File: src/rtl/div_pkg.sv
// Shared width, counter sizing and FSM encoding for the sequential divider.
package div_pkg;
    localparam int DW = 16;
    localparam int CW = $clog2(DW + 1);
    typedef enum logic [1:0] {IDLE, RUN, DONE} state_t;
endpackage

File: src/rtl/div_core_seq_abs_mag.sv
// Splits a two's-complement value into its sign and unsigned magnitude.
module abs_mag
    import div_pkg::*;
#(
    parameter int W = DW
) (
    input  logic [W-1:0] value,
    output logic         sign,
    output logic [W-1:0] mag
);
    // The most negative value maps onto 2^(W-1), which still fits unsigned.
    assign sign = value[W-1];
    assign mag  = value[W-1] ? (~value + W'(1)) : value;
endmodule

File: src/rtl/div_core_seq.sv
// Sequential restoring divider on operand magnitudes; one quotient bit per cycle.
// Handshake: start is sampled only in IDLE, busy covers RUN and DONE, and done pulses once when results become valid.
module div_core_seq
    import div_pkg::*;
(
    input  logic          clk,
    input  logic          rst,
    input  logic          start,
    input  logic [DW-1:0] dividend,
    input  logic [DW-1:0] divisor,
    output logic          busy,
    output logic          done,
    output logic          div_by_zero,
    output logic [DW-1:0] Result_RAW,
    output logic [DW-1:0] Residue_RAW,
    output logic          Dividend_Sign,
    output logic          Divisor_Sign,
    output state_t        fsm_state
);
    state_t        state;
    logic [CW-1:0] cnt;
    logic [DW:0]   rem;
    logic [DW-1:0] quo;
    logic [DW-1:0] dvs_mag;

    logic          dvd_sign_in, dvs_sign_in;
    logic [DW-1:0] dvd_mag_in, dvs_mag_in;
    logic [DW+1:0] shifted;
    logic [DW+1:0] trial;

    abs_mag #(.W(DW)) u_abs_dividend (.value(dividend), .sign(dvd_sign_in), .mag(dvd_mag_in));
    abs_mag #(.W(DW)) u_abs_divisor  (.value(divisor),  .sign(dvs_sign_in), .mag(dvs_mag_in));

    // Trial subtraction is one bit wider than R so its MSB is the borrow.
    assign shifted = {rem, quo[DW-1]};
    assign trial   = shifted - {2'b00, dvs_mag};

    always_ff @(posedge clk or negedge rst) begin
        if (!rst) begin
            state         <= IDLE;
            cnt           <= '0;
            rem           <= '0;
            quo           <= '0;
            dvs_mag       <= '0;
            busy          <= 1'b0;
            done          <= 1'b0;
            div_by_zero   <= 1'b0;
            Dividend_Sign <= 1'b0;
            Divisor_Sign  <= 1'b0;
        end else begin
            done <= 1'b0;
            case (state)
                IDLE: begin
                    if (start) begin
                        Dividend_Sign <= dvd_sign_in;
                        Divisor_Sign  <= dvs_sign_in;
                        dvs_mag       <= dvs_mag_in;
                        cnt           <= '0;
                        busy          <= 1'b1;
                        if (dvs_mag_in == '0) begin
                            state       <= DONE;
                            done        <= 1'b1;
                            div_by_zero <= 1'b1;
                            quo         <= '1;
                            rem         <= {1'b0, dvd_mag_in};
                        end else begin
                            state       <= RUN;
                            div_by_zero <= 1'b0;
                            quo         <= dvd_mag_in;
                            rem         <= '0;
                        end
                    end
                end
                RUN: begin
                    if (!trial[DW+1]) begin
                        rem <= trial[DW:0];
                        quo <= {quo[DW-2:0], 1'b1};
                    end else begin
                        rem <= shifted[DW:0];
                        quo <= {quo[DW-2:0], 1'b0};
                    end
                    cnt <= cnt + CW'(1);
                    if (cnt == CW'(DW - 1)) begin
                        state <= DONE;
                        done  <= 1'b1;
                    end
                end
                DONE: begin
                    state <= IDLE;
                    busy  <= 1'b0;
                end
                default: state <= IDLE;
            endcase
        end
    end

    assign Result_RAW  = quo;
    assign Residue_RAW = rem[DW-1:0];
    assign fsm_state   = state;
endmodule

File: config.mk
export PLATFORM = sky130hd
export DESIGN_NAME = div_core_seq
export DESIGN_NICKNAME = d
export VERILOG_FILES = /design/src/rtl/div_pkg.sv /design/src/rtl/div_core_seq_abs_mag.sv /design/src/rtl/div_core_seq.sv
export SDC_FILE = /design/constraint.sdc
export NUM_CORES = 1
export LEC_CHECK = 0
export CORE_MARGIN = 3
export CORE_UTILIZATION = 54
export CTS_CLUSTER_SIZE = 16
export DETAILED_ROUTE_END_ITERATION = 8
export PLACE_DENSITY = 0.92
export SLEW_MARGIN = 20
export SYNTH_ARGS = -nofsm -noshare
export SYNTH_HDL_FRONTEND = slang
export SYNTH_SLANG_ARGS = --single-unit
File: constraint.sdc
create_clock -name clk -period 4 [get_ports clk]
set_clock_uncertainty 0.2 [all_clocks]
set_input_delay 0.8 -clock clk [delete_from_list [all_inputs] [get_ports clk]]
set_output_delay 0.8 -clock clk [all_outputs]
set_load 0.02 [all_outputs]
# After elaboration in Yosys (flattened, before gate mapping)
# Index checks and enable logic that the tools add are counted.
# classes
eq_ne	5
n_bitwise	2
mux	22
n_reduce_logical	8
n_addsub	4
# ops
op	n
16-bit 2-to-1 mux	5
17-bit 2-to-1 mux	2
17-bit case mux with 2 select lines	1
16-bit by 1-bit adder with 16-bit output, second input constant	2
16-bit inverter	2
16-bit case mux with 2 select lines	1
18-bit by 16-bit subtractor with 18-bit output	1
16-bit logical NOT	1
5-bit case mux with 2 select lines	1
2-bit AND reduction	4
2-bit 2-to-1 mux	3
5-bit by 1-bit adder with 5-bit output, second input constant	1
5-bit by 4-bit equality test with 1-bit output, second input constant	1
1-bit 2-to-1 mux	5
5-bit 2-to-1 mux	1
2-bit != test, second input constant	2
1-bit case mux with 2 select lines	2
2-bit case mux with 2 select lines	1
2-bit nonzero test	2
2-bit by 1-bit equality test with 1-bit output, second input constant	1
2-bit equality test, second input constant	1
2-bit logical NOT	1
# totals
inputBits	35
ff_bits	61
wordCells	51

# Depth between registers and ports, before layout
# logic_depth
depth_word	7
ltp_mapped	11
depth_no_buf	11

# Cells and area by module
# Synthesis repeated with hierarchy kept, for this count alone.
# hier_totals
cells_unflattened	529
area_unflattened_um2	4506.8
# by_module_without_submodules
mod	n_inst	area_per_inst_um2	seq_area_each_um2	cells_each
div_core_seq	1	3761.1	1526.5	431
abs_mag	2	372.9	0.0	49

# Worst setup path after synthesis
# Ideal clock, no wire load.
# synth_path
path_kind	input port to flip-flop
start	input port divisor[3]
end	register rem[0]
t_arrival_ns	3.181
path_stages	9
path_slack_ns	0.533
path_buffers	2
cell_sequence	buf_6 > or4_4 > or4_4 > mux2_1 > a32oi_1 > nor4_2 > nand3_2 > buf_2 > o221ai_2
# synth_between
elab_chain_cells	7
# synth_lines
element	line	source
start, declared	div_core_seq.sv:10	input logic [DW-1:0] divisor,
16-bit inverter	div_core_seq_abs_mag.sv:13	assign mag = value[W-1] ? (~value + W'(1)) : value;
16-bit by 1-bit adder with 16-bit output	div_core_seq_abs_mag.sv:13	
16-bit 2-to-1 mux *	div_core_seq_abs_mag.sv:13	
16-bit logical NOT *	div_core_seq.sv:60	if (dvs_mag_in == '0) begin
16-bit 2-to-1 mux *	div_core_seq.sv:60	
17-bit 2-to-1 mux *	div_core_seq.sv:54	if (start) begin
17-bit case mux with 2 select lines *	div_core_seq.sv:52	case (state)
end signal, assigned	div_core_seq.sv:65	rem <= {1'b0, dvd_mag_in};
end signal, assigned	div_core_seq.sv:76	rem <= trial[DW:0];
end signal, assigned	div_core_seq.sv:79	rem <= shifted[DW:0];
end, declared	div_core_seq.sv:22	logic [DW:0] rem;
# Every way passes the cells marked *; elsewhere a longest branch is shown, timed or not. The select of a mux whose other input is x is not followed.
# A chain may end at the register's enable or synchronous reset.

# Worst setup path in the final report
# layout_path
start	input port divisor[2]
end	register quo[5], in the netlist Result_RAW[5]
# layout_between
elab_chain_cells	7
# layout_lines
element	line	source
16-bit inverter	div_core_seq_abs_mag.sv:13	
16-bit by 1-bit adder with 16-bit output	div_core_seq_abs_mag.sv:13	
16-bit 2-to-1 mux *	div_core_seq_abs_mag.sv:13	
16-bit logical NOT *	div_core_seq.sv:60	
16-bit 2-to-1 mux *	div_core_seq.sv:60	
16-bit 2-to-1 mux *	div_core_seq.sv:54	
16-bit case mux with 2 select lines *	div_core_seq.sv:52	
end signal, assigned	div_core_seq.sv:69	quo <= dvd_mag_in;
end signal, assigned	div_core_seq.sv:77	quo <= {quo[DW-2:0], 1'b1};
end signal, assigned	div_core_seq.sv:80	quo <= {quo[DW-2:0], 1'b0};
end, declared	div_core_seq.sv:23	logic [DW-1:0] quo;
# Marked as above.

==> flow_summary.yaml <==
pwr:
  power_density_nw_per_um2: 928.3
  power_mw: 5.082
  p_leak_nw: 2.425
  peakVddDrop_v: 0.0004438
drt:
  drt_iter0_drc: 341
  routed_wl_microns: 12560
  first_pass_iters: 6
  remaining_drc_errors: 0
  wire_per_inst_microns: 18.20
  num_vias: 4284
  ant_nets: 0
  routed_via_density: 6.209
critical_path:
  worstSetupPathType: "in -> reg"
  critical_path.endpoint_type: "register"
  cp.required_ps: 4030
  crit_fanout: 18
  worst_setup_path_start_kind: "input port"
  worst_ep_arrival_time_ps: 3730
global_routing:
  first_global_vias: 4260
  grt_max_degree: 51
  grt-ovfl-total: 0
  antenna_found_initial: 0
  groute.usage.overall_pct: 28.68
  grt_pass1_wl_microns: 20510
floorplan:
  rows: 32
  initial_core_util_pct: 56.30
  num_io_pins: 74
  core_area_sq_um: 7807
  dieWidth_microns: 96.22
  die-area_sq_um: 9258
  fp.dieH_microns: 96.22
synthesis:
  synth_seq_cells: 61
  synth_cell_types: 63
  synth_seq_area_share_pct: 34.73
  ys_warn_count: 0
  netlist_area_sq_um: 4395
  synth-main-ff-cell: "dfrtp_1"
  syn_nets: 566
  synth_top_area_share_pct: 34.73
  syn_inst: 510
  synth_edf_count: 0
  synthTopCellsByArea: "dfrtp_1 (35%), ha_1 (5.7%), nand2_1 (5.5%)"
  synth.avg_cell_area_sq_um: 8.619
  ys_async_sr_fraction_pct: 100.0
  synth_top_cell_by_area: "dfrtp_1"
place:
  place_ws_ps: -17.96
  place_hpwl_microns: 8920
  port_buffers: 73
  dpl.cell_count: 674
  placed_area_sq_um: 5250
  place_congestion: 0.8556
final_layout:
  final_cell_count_no_fill: 690
  antennaDiodeCount: 0
  fin_util_pct: 70.11
  n_fill_cell: 616
  final_common_cell: "clkdlybuf4s50_1"
  drive_gt1_share_pct: 9.864
  finalInstanceArea_sq_um: 5474
  final_cell_mix: "clkdlybuf4s50_1 (72), nand2_1 (64), dfrtp_1 (61), o21ai_0 (44), inv_1 (36)"
  finalNetCount: 639
  areaGrowthSynthToFinish_pct: 24.54
outcome:
  outcome: "complete, no violations"
sta:
  slew_headroom_pct: 30.42
  fin_hold_ws_ps: 236.1
  min_period_over_period_pct: 92.50
  fin_crit_ps: 3700
  worst_slew_pin_slew_ps: 1040
  setup_tns_ps: 0
  report.final.slew_viol_count: 0
  finalHoldViolations: 0
  max_freq_mhz: 270.3
  finalSetupViolations: 0
  rsz0062_at_grt: "no"
  fin_ws_ps: 300.0
clock_network:
  cts-htree-levels: 3
  ctsHoldBuffers: 0
  clock_sinks: 61
  cts_tree: "yes"
  cts.clk_slew.worst_paths_ps: 80
  post_cts_buffers: 0
  ctsResizeCount: 0
  insertion_delay_ps: 360
  ctsRootBufferMaster: "clkbuf_8"
  cts_max_path_buffers: 2
  cts_buffers: 9
run:
  maxCapViolations: 0
hold_path:
  holdCritPathClass: "in -> async"
-- layer usage --
layer	vias to the layer above	GRT usage, %	wire length [microns]
li1	1985	-	-
met1	2005	34.90	4856
met2	242	46.52	6143
met3	52	7.975	1071
met4	0	14.10	488
met5	-	0	0
-- cell families after synthesis --
| kind of cell | after synthesis | share of synthesized area (%) |
|---|---|---|
| simple gates | 148 | 16.65 |
| buf+inv | 74 | 8.056 |
| fa+ha+maj | 21 | 6.149 |
| compound gates | 158 | 24.42 |
| mux | 12 | 2.818 |
| xor+xnor | 36 | 7.173 |
| flops | 61 | 34.73 |
-- registers in the layout, summed over array words and instances (netlist names) --
register       cells
rem               17
Result_RAW        16
dvs_mag           16
cnt                5
fsm_state          2
Dividend_Sign      1
Divisor_Sign       1
busy               1
div_by_zero        1
done               1
-- report_power, final --
| group | internal [mW] | total (mW) | switching (mW) |
|---|---|---|---|
| Sequential | 0.925 | 1.21 | 0.287 |
| Clock | 0.352 | 0.626 | 0.274 |
| Combinational | 1.47 | 3.24 | 1.78 |
| Total | 2.74 | 5.08 | 2.34 |
-- final cells by class --
type | instances | area (sq um) | area share (%)
Inverter | 36 | 135.1 | 2.469
Tap cell | 102 | 127.6 | 2.331
Sequential cell | 61 | 1526 | 27.89
Clock buffer | 9 | 123.9 | 2.263
Clock inverter | 7 | 97.59 | 1.783
Multi-Input combinational cell | 375 | 2520 | 46.03
Timing Repair Buffer | 100 | 943.4 | 17.23
-- critical path, stage by stage --
cell and delay (ps):
clkdlybuf4s50_1 420, or4_4 580, or4_4 520, mux2_1 320, a32oi_1 220, nor4_2 70, buf_4 150, nand2_4 200
a21oi_1 140, a221o_1 320
-- Yosys cell counts (all sizes together), types with 2 or more instances --
cell type,count
mux2i,9
nand3,8
o31ai,5
mux2,3
buf,23
a41oi,2
o41ai,5
o21a,4
a21oi,32
a21o,8
xnor2,12
nor4,4
nor2b,4
or2,2
and3,2
o22ai,3
o31a,2
a221o,19
nand2b,3
o211ai,4
nand4,4
clkbuf,15
o21ai,45
nand3b,3
o221ai,7
dfrtp,61
ha,20
nor3,7
or4,7
a31oi,6
a211o,2
nor2,27
or3,6
a211oi,2
nor3b,2
a21boi,2
xor2,24
nand2,65
o311ai,2
inv,36
-- path summary, 6_finish.rpt --
kind / startpoint / endpoint / slack [ps] / cells after the start
worst max-delay path: divisor[2] / Result_RAW[5]$_DFFE_PN0P_ / 300 / 10
worst min-delay path: rst / dvs_mag[12]$_DFFE_PN0P_ / 240 / 1
worst max register to register: Result_RAW[15]$_DFFE_PN0P_ / rem[16]$_DFFE_PN0P_ / 730 / 11
worst min register to register: dvs_mag[3]$_DFFE_PN0P_ / dvs_mag[3]$_DFFE_PN0P_ / 290 / 2
max in group asynchronous: rst / rem[4]$_DFFE_PN0P_ / 2670 / 2
min in group clk: dvs_mag[3]$_DFFE_PN0P_ / dvs_mag[3]$_DFFE_PN0P_ / 290 / 2
Note: power is estimated with default switching activity, not from simulation.
